### config.mk
export PLATFORM = sky130hd
export DESIGN_NAME = display_resultado_bcd
export DESIGN_NICKNAME = d
export VERILOG_FILES = /design/src/rtl/display_resultado_bcd_pkg.sv /design/src/rtl/display_resultado_bcd_decodificador_7seg.sv /design/src/rtl/display_resultado_bcd.sv
export SDC_FILE = /design/constraint.sdc
export NUM_CORES = 1
export LEC_CHECK = 0
export CAP_MARGIN = 20
export CORE_UTILIZATION = 55
export DETAILED_ROUTE_END_ITERATION = 8
export GPL_TIMING_DRIVEN = 0
export HOLD_SLACK_MARGIN = 0.03
export PLACE_DENSITY = 0.89
export REMOVE_ABC_BUFFERS = 1
export SETUP_SLACK_MARGIN = 0.2
export SYNTH_ARGS = -nofsm -noshare
export SYNTH_HDL_FRONTEND = slang
export SYNTH_HIERARCHICAL = 1
export SYNTH_SLANG_ARGS = --single-unit
export TNS_END_PERCENT = 5
### constraint.sdc
create_clock -name clk -period 2.2 [get_ports clk]
set_input_delay 0.44 -clock clk [delete_from_list [all_inputs] [get_ports clk]]
set_output_delay 0.44 -clock clk [all_outputs]
set_load 0.05 [all_outputs]
### src/rtl/display_resultado_bcd_pkg.sv
// rtl/display_resultado_bcd_pkg.sv - shared constants for the BCD result display
package display_resultado_bcd_pkg;

    localparam logic [1:0] S_OCIOSO  = 2'd0;
    localparam logic [1:0] S_DESLOCA = 2'd1;
    localparam logic [1:0] S_FIM     = 2'd2;

    localparam logic [6:0] SEG_BLANK = 7'h7F;
    localparam logic [6:0] SEG_MINUS = 7'h3F;
    localparam logic [6:0] SEG_E     = 7'h06;
    localparam logic [6:0] SEG_R     = 7'h2F;

    localparam int unsigned N_ITER = 8;

    // Double-dabble correction applied to each BCD digit before the shift.
    function automatic logic [3:0] ajusta_digito(input logic [3:0] d);
        return (d >= 4'd5) ? (d + 4'd3) : d;
    endfunction

endpackage

### src/rtl/display_resultado_bcd_decodificador_7seg.sv
// rtl/display_resultado_bcd_decodificador_7seg.sv - BCD digit to active-low gfedcba segments
module decodificador_7seg (
    input  logic [3:0] i_digito,
    output logic [6:0] o_seg
);

    always_comb begin
        o_seg = 7'h7F;
        case (i_digito)
            4'd0: o_seg = 7'h40;
            4'd1: o_seg = 7'h79;
            4'd2: o_seg = 7'h24;
            4'd3: o_seg = 7'h30;
            4'd4: o_seg = 7'h19;
            4'd5: o_seg = 7'h12;
            4'd6: o_seg = 7'h02;
            4'd7: o_seg = 7'h78;
            4'd8: o_seg = 7'h00;
            4'd9: o_seg = 7'h10;
            default: o_seg = 7'h7F;
        endcase
    end

endmodule

### src/rtl/display_resultado_bcd.sv
// rtl/display_resultado_bcd.sv - converts an 8-bit result to signed decimal on four 7-segment digits
module display_resultado_bcd
    import display_resultado_bcd_pkg::*;
(
    input  logic       clk,
    input  logic       rst,
    input  logic [7:0] valor,
    input  logic       com_sinal,
    input  logic       erro,
    input  logic       iniciar,
    output logic [6:0] hex0,
    output logic [6:0] hex1,
    output logic [6:0] hex2,
    output logic [6:0] hex3,
    output logic       ocupado,
    output logic       pronto
);

    logic [1:0]  r_estado;
    logic [19:0] r_desloc;
    logic [3:0]  r_iter;
    logic        r_sinal;
    logic        r_erro;
    logic        r_pronto;
    logic [6:0]  r_hex0;
    logic [6:0]  r_hex1;
    logic [6:0]  r_hex2;
    logic [6:0]  r_hex3;

    logic [7:0]  w_magnitude;
    logic [19:0] w_ajustado;
    logic [3:0]  w_cent;
    logic [3:0]  w_dez;
    logic [3:0]  w_unid;
    logic        w_zero;
    logic [6:0]  w_seg_c;
    logic [6:0]  w_seg_d;
    logic [6:0]  w_seg_u;

    assign w_magnitude = (com_sinal && valor[7]) ? (~valor + 8'd1) : valor;

    // Shift register layout: hundreds[19:16], tens[15:12], units[11:8], binary[7:0].
    assign w_ajustado = {ajusta_digito(r_desloc[19:16]),
                         ajusta_digito(r_desloc[15:12]),
                         ajusta_digito(r_desloc[11:8]),
                         r_desloc[7:0]};

    assign w_cent = r_desloc[19:16];
    assign w_dez  = r_desloc[15:12];
    assign w_unid = r_desloc[11:8];
    assign w_zero = (w_cent == 4'd0) && (w_dez == 4'd0) && (w_unid == 4'd0);

    decodificador_7seg u_dec_cent (.i_digito(w_cent), .o_seg(w_seg_c));
    decodificador_7seg u_dec_dez  (.i_digito(w_dez),  .o_seg(w_seg_d));
    decodificador_7seg u_dec_unid (.i_digito(w_unid), .o_seg(w_seg_u));

    always_ff @(posedge clk or negedge rst) begin
        if (!rst) begin
            r_estado <= S_OCIOSO;
            r_desloc <= 20'd0;
            r_iter   <= 4'd0;
            r_sinal  <= 1'b0;
            r_erro   <= 1'b0;
            r_pronto <= 1'b0;
            r_hex0   <= 7'h40;
            r_hex1   <= SEG_BLANK;
            r_hex2   <= SEG_BLANK;
            r_hex3   <= SEG_BLANK;
        end else begin
            r_pronto <= 1'b0;
            case (r_estado)
                S_OCIOSO: begin
                    if (iniciar) begin
                        r_erro   <= erro;
                        r_sinal  <= com_sinal & valor[7];
                        r_desloc <= {12'd0, w_magnitude};
                        r_iter   <= 4'd0;
                        r_estado <= S_DESLOCA;
                    end
                end
                S_DESLOCA: begin
                    r_desloc <= {w_ajustado[18:0], 1'b0};
                    r_iter   <= r_iter + 4'd1;
                    if (r_iter == 4'(N_ITER - 1)) begin
                        r_estado <= S_FIM;
                    end
                end
                S_FIM: begin
                    r_pronto <= 1'b1;
                    r_estado <= S_OCIOSO;
                    if (r_erro) begin
                        r_hex3 <= SEG_BLANK;
                        r_hex2 <= SEG_E;
                        r_hex1 <= SEG_R;
                        r_hex0 <= SEG_R;
                    end else begin
                        r_hex3 <= (r_sinal && !w_zero) ? SEG_MINUS : SEG_BLANK;
                        r_hex2 <= (w_cent == 4'd0) ? SEG_BLANK : w_seg_c;
                        r_hex1 <= (w_cent == 4'd0 && w_dez == 4'd0) ? SEG_BLANK : w_seg_d;
                        r_hex0 <= w_seg_u;
                    end
                end
                default: r_estado <= S_OCIOSO;
            endcase
        end
    end

    assign ocupado = (r_estado != S_OCIOSO);
    assign pronto  = r_pronto;
    assign hex0    = r_hex0;
    assign hex1    = r_hex1;
    assign hex2    = r_hex2;
    assign hex3    = r_hex3;

endmodule
==> results of run 1 <==
==> cells in the final DEF (no fill, tap or decap), types with 2 or more instances in the layout <==
cell | Yosys | routed
nor2_1 | 42 | 42
o31ai_1 | 11 | 11
mux2i_1 | 2 | 2
a21oi_2 | 2 | 2
o32ai_1 | 2 | 2
a32o_1 | 3 | 3
dfstp_2 | 16 | 16
o22ai_1 | 8 | 8
a21oi_1 | 22 | 22
ha_1 | 25 | 25
o21ai_1 | 2 | 2
clkbuf_8 | 0 | 5
or2_1 | 3 | 3
conb_1 | 1 | 6
o21ai_0 | 36 | 36
or2b_1 | 2 | 2
nor3_1 | 4 | 4
clkdlybuf4s50_1 | 0 | 34
xnor2_1 | 6 | 6
a22oi_1 | 3 | 3
nand3_1 | 3 | 3
clkbuf_1 | 8 | 3
a31oi_1 | 3 | 3
mux2_2 | 3 | 3
nand3b_1 | 2 | 2
xor2_1 | 4 | 4
inv_1 | 22 | 22
nand2_1 | 50 | 49
dfrtp_1 | 35 | 35
nand2b_1 | 15 | 15
==> routing by layer <==
layer	vias up	track usage (%)
met3	6	2.941
met1	1191	25.50
met5	-	0
li1	1266	-
met4	0	7.736
met2	58	37.08
==> per-stage QoR <==
| stage | TNS, ps | setup WS, ps | area (um2) | power (mW) | hold WS, ps |
|---|---|---|---|---|---|
| 2_1_floorplan | 0 | 538.0 | 3019 | 3.932 | 144.4 |
| 3_3_place_gp | -25850 | -666.6 | 3470 | 4.578 | 442.1 |
| 3_5_place_dp | 0 | 66.81 | 3485 | 4.698 | 382.9 |
| 4_1_cts | 0 | 105.8 | 3563 | 5.230 | 52.47 |
| 5_1_grt | 0 | 20.09 | 3572 | 5.708 | 66.41 |
| 6_report | 0 | 112.8 | 3572 | 5.249 | 51.39 |
==> final timing paths <==
kind | start | end | cells past startpoint
setup / recovery | hex2[1] | hex2[1] | 1
hold / removal | rst | r_desloc[18] | 1
setup reg to reg | r_desloc[17] | hex1[2] | 6
hold reg to reg | hex0[6] | hex0[6] | 2
max in group asynchronous | rst | hex3[6] | 2
min in group clk | hex0[6] | hex0[6] | 2
==> what timing repair did <==
| action | in CTS | in global routing |
|---|---|---|
| gates cloned | 0 | 0 |
| gates resized for setup | 1 | 2 |
| setup buffers | 0 | 0 |
| setup endpoints to repair | 32 | 33 |
==> kinds of logic (layout without fill, tap and decap cells) <==
logic type / count (synthesis) / count (layout) / share of synthesized area, %
multiplexers: 5 / 5 / 1.722
flip-flops: 51 / 51 / 41.49
AO/OA/AOI/OAI: 97 / 97 / 18.62
other: 1 / 6 / 0.1200
buffers and inverters: 42 / 67 / 6.608
XOR/XNOR: 10 / 10 / 2.803
AND/OR/NAND/NOR: 127 / 127 / 18.62
adder cells (fa/ha/maj): 25 / 25 / 10.01
==> registers in the layout, summed over array words and instances (netlist names) <==
signal,flops
hex0,7
hex1,7
hex2,7
hex3,1
pronto,1
r_desloc,20
r_erro,1
r_estado,2
r_iter,4
r_sinal,1
==> layout make-up <==
cell class | count | area, um2
multi-input combinational | 270 | 1649
fill | 478 | 1934
sequential | 51 | 1296
tap | 72 | 90.09
inverter | 22 | 82.58
clock buffer | 8 | 80.08
timing repair buffer | 37 | 374.1
==> power breakdown <==
group / internal, mW / switching [mW]
clock network: 0.227 / 0.290
registers: 1.41 / 0.483
logic: 1.10 / 1.74
total: 2.74 / 2.51
==> results.json, run 1 <==
{
  "status": "completed",
  "cts.clk_slew.worst_paths_ps": 90,
  "tightest_slew_ps": 827.1,
  "hold_class": "input pin to asynchronous set/reset pin",
  "finalWeightedCongestion": 0.8076,
  "clock-sinks": 51,
  "crit_path_start_kind": "flop",
  "insertion_delay_ps": 300,
  "hold_viol": 0,
  "final_nets": 425,
  "io_pins": 43,
  "synth_top_cell_area_share_pct": 28.03,
  "powerDensity_mw_per_mm2": 1469,
  "root_buffer": "clkbuf_8",
  "yosys_warnings": 6,
  "initial_core_util_pct": 56.74,
  "drive_gt1_share_pct": 8.247,
  "fin_crit_ps": 2087,
  "htree_levels": 2,
  "reg2reg_slack_ps": 220,
  "syn2layout_area_growth_pct": 14.34,
  "cts-hold-fix-buffers": 0,
  "setup_viol": 0,
  "yosys_most_used_dff": "dfrtp_1",
  "synth_cell_types": 42,
  "fp.dieH_um": 77.37,
  "rows": 27,
  "critical_path_class": "flop to primary output",
  "rsz0062_at_grt": "true",
  "synth_most_common_cell": "nand2_1",
  "cts_max_path_buffers": 2,
  "tritoncts": "yes",
  "post-place-cells": 452,
  "yosys-top-cells-count": "50 x nand2_1, 42 x nor2_1, 36 x o21ai_0",
  "final_util_pct": 64.87,
  "diodes": 0,
  "wl_met2_mm": 2.943,
  "required_ps": 1760,
  "antenna_found_initial": 0,
  "slew_viol_final": 0,
  "netlist_area_mm2": 0.003124,
  "core_area_mm2": 0.005507,
  "max-vdd-ir-drop_v": 0.0007013,
  "fmax_mhz": 479.1,
  "yosysTopAreaCell": "dfrtp_1",
  "dp_hpwl_mm": 4.104,
  "finalCritPeriodShare_pct": 94.87,
  "maxCapViolCount": 0,
  "grt_max_degree": 37,
  "route.met3.wl_um": 186,
  "p_leak_nw": 1.575,
  "cpPeakStageDelay_ps": 800,
  "wirelength_mm": 5.820,
  "synthArstFlopShare_pct": 100.0,
  "skew_ps": 6.523,
  "drt_iter0_drc": 209,
  "critPathCaptureType": "primary output",
  "final_cells": 460,
  "slew_headroom_pct": 44.66,
  "ant_nets": 0,
  "crit_slowest_cell": "clkdlybuf4s50_1",
  "synth_area_leaders": "dfrtp_1 28%, dfstp_2 13%, ha_1 10%, nand2_1 6.0%, o21ai_0 5.8%",
  "cp.buffers_inverters": 1,
  "wl_per_cell_um": 12.65,
  "top_layer": "met4",
  "grt.overflow.total": 0,
  "critical-path-top-delay-family": "buffers and inverters",
  "grt_first_pass_wirelength_mm": 10.09,
  "die_x_um": 77.37,
  "grt_pass1_vias": 2364,
  "port_buffers": 36,
  "numCtsBuffers": 5,
  "drt-met1-wl_mm": 2.619,
  "syn_area_per_cell_um2": 8.727,
  "seq_area_frac_synth_pct": 41.49,
  "ys_ff_latch": 51,
  "vias": 2521,
  "dr.pass1.iters": 4,
  "synth_edf_count": 0,
  "drc": 0,
  "die_area_mm2": 0.005986,
  "routed_via_density": 5.480,
  "crit_chain": "clkdlybuf4s50_1",
  "track_usage_pct": 20.84,
  "crit_fanout": 2,
  "cp.arrival_ps": 1650,
  "syn_inst": 358
}
Note: power is estimated with default switching activity, not from simulation.
==> inputs of run 2 (changes only) <==
--- a/config.mk
+++ b/config.mk
@@ -5,7 +5,7 @@
 export SDC_FILE = /design/constraint.sdc
 export NUM_CORES = 1
 export LEC_CHECK = 0
-export CAP_MARGIN = 20
+export CAP_MARGIN = 10
 export CORE_UTILIZATION = 55
 export DETAILED_ROUTE_END_ITERATION = 8
 export GPL_TIMING_DRIVEN = 0
@@ -13,6 +13,7 @@
 export PLACE_DENSITY = 0.89
 export REMOVE_ABC_BUFFERS = 1
 export SETUP_SLACK_MARGIN = 0.2
+export SLEW_MARGIN = 20
 export SYNTH_ARGS = -nofsm -noshare
 export SYNTH_HDL_FRONTEND = slang
 export SYNTH_HIERARCHICAL = 1
==> results.json, run 2 (synthesis gave the netlist of run 1 again) <==
{
  "status": "completed",
  "slew_viol_final": 0,
  "finalCritPeriodShare_pct": 94.71,
  "hold_viol": 0,
  "track_usage_pct": 21.22,
  "max-vdd-ir-drop_v": 0.0007092,
  "powerDensity_mw_per_mm2": 1469,
  "fin_crit_ps": 2084,
  "final_cell_mix": "49 x nand2_1, 42 x nor2_1, 36 x o21ai_0, 35 x dfrtp_1, 34 x clkdlybuf4s50_1",
  "fmax_mhz": 480.0,
  "routed_via_density": 5.552,
  "diodes": 0,
  "dr.pass1.iters": 4,
  "crit_chain": "clkdlybuf4s50_1",
  "layout_setup_ws_ps": 116.5,
  "critical-path-top-delay-family": "buffers and inverters",
  "die_area_mm2": 0.005986,
  "die_x_um": 77.37,
  "skew_ps": 6.368,
  "root_buffer": "clkbuf_8",
  "reg2reg_depth": 6,
  "cts_setup_buffers": 0,
  "layout_commonest_cell": "nand2_1",
  "whs_ps": 66.71,
  "place_area_mm2": 0.003485,
  "numCtsBuffers": 5,
  "maxCapViolCount": 0,
  "stdcell_area_mm2": 0.003572,
  "crit_slowest_cell": "clkdlybuf4s50_1",
  "insertion_delay_ps": 300,
  "worst-path-stages": 1,
  "io_pins": 43,
  "grt_max_degree": 35,
  "rsz0062_at_grt": "true",
  "final_nets": 425,
  "tightest_slew_ps": 772.4,
  "port_buffers": 36,
  "rows": 27,
  "crit_fanout": 2,
  "top_register": "r_desloc",
  "fp.dieH_um": 77.37,
  "multiInputGateArea_mm2": 0.001649,
  "dp_hpwl_mm": 4.082,
  "initial_core_util_pct": 56.74,
  "critPathCaptureType": "primary output",
  "grt.overflow.total": 0,
  "cpPeakStageDelay_ps": 800,
  "p_leak_nw": 1.575,
  "required_ps": 1760,
  "hold_class": "input pin to asynchronous set/reset pin",
  "ant_nets": 0,
  "htree_levels": 2,
  "cp.arrival_ps": 1640,
  "syn2layout_area_growth_pct": 14.34,
  "nFillCells": 469,
  "vias": 2554,
  "drt_iter0_drc": 136,
  "pre_cts_ws_ps": 67.06,
  "largest_reg_flops": 20,
  "core_area_mm2": 0.005507,
  "tritoncts": "yes",
  "clock-sinks": 51,
  "setup_viol": 0,
  "cts.clk_slew.worst_paths_ps": 80,
  "wl_per_cell_um": 12.62,
  "cts_max_path_buffers": 2,
  "cp.buffers_inverters": 1,
  "grt_first_pass_wirelength_mm": 10.30,
  "crit_path_start_kind": "flop",
  "drc": 0,
  "slew_headroom_pct": 48.32,
  "grt_pass1_vias": 2421,
  "seq_area_mm2": 0.001296,
  "antenna_found_initial": 0,
  "finalWeightedCongestion": 0.8076,
  "drive_gt1_share_pct": 8.247,
  "critical_path_class": "flop to primary output",
  "wirelength_mm": 5.806
}
[run 2: cell counts in the layout (fill, tap and decap cells not counted)]
Identical to the previous run, type by type.
[run 2: metal layers]
metal  vias up  wire (um)  track usage (%)
met5         -          0                0
li1       1265          -                -
met1      1209       2578            25.19
met2        69       2927            38.58
met4         0        109            7.547
met3        11        190            3.294
[run 2: metrics by stage]
step           TNS (ps)  power (mW)  utilization [%]  cells
2_1_floorplan         0       3.932                -    343
3_3_place_gp     -25850       4.578            63.01    451
5_1_grt               0       5.719            64.87    460
6_report              0       5.249            64.87    460
4_1_cts               0       5.231            64.71    460
3_5_place_dp          0       4.698            63.28    452
[run 2: final timing paths]
kind	start	endpoint	slack, ps
setup / recovery	hex2[1]	hex2[1]	120
hold / removal	rst	r_desloc[18]	70
setup reg to reg	r_desloc[17]	hex1[2]	240
hold reg to reg	hex0[6]	hex0[6]	460
max in group asynchronous	rst	hex3[6]	1560
min in group clk	hex0[6]	hex0[6]	460
[run 2: area by class of cell]
cell class              instances  area share (%)
multi-input cells             270           46.16
flip-flops and latches         51           36.29
repair buffers                 37           10.47
well taps                      72           2.522
inverters                      22           2.312
clock buffers                   8           2.242
[run 2: what timing repair did]
| action | 4_1_cts | 5_1_grt |
|---|---|---|
| gates resized for setup | 1 | 2 |
| hold buffers | 0 | 0 |
| endpoints found under the setup margin | 32 | 33 |
| pin swaps | 0 | 0 |
[run 2: power breakdown]
group	internal, mW	switching, mW
clock	0.226	0.286
combinational	1.11	1.74
sequential	1.41	0.481
total	2.74	2.51
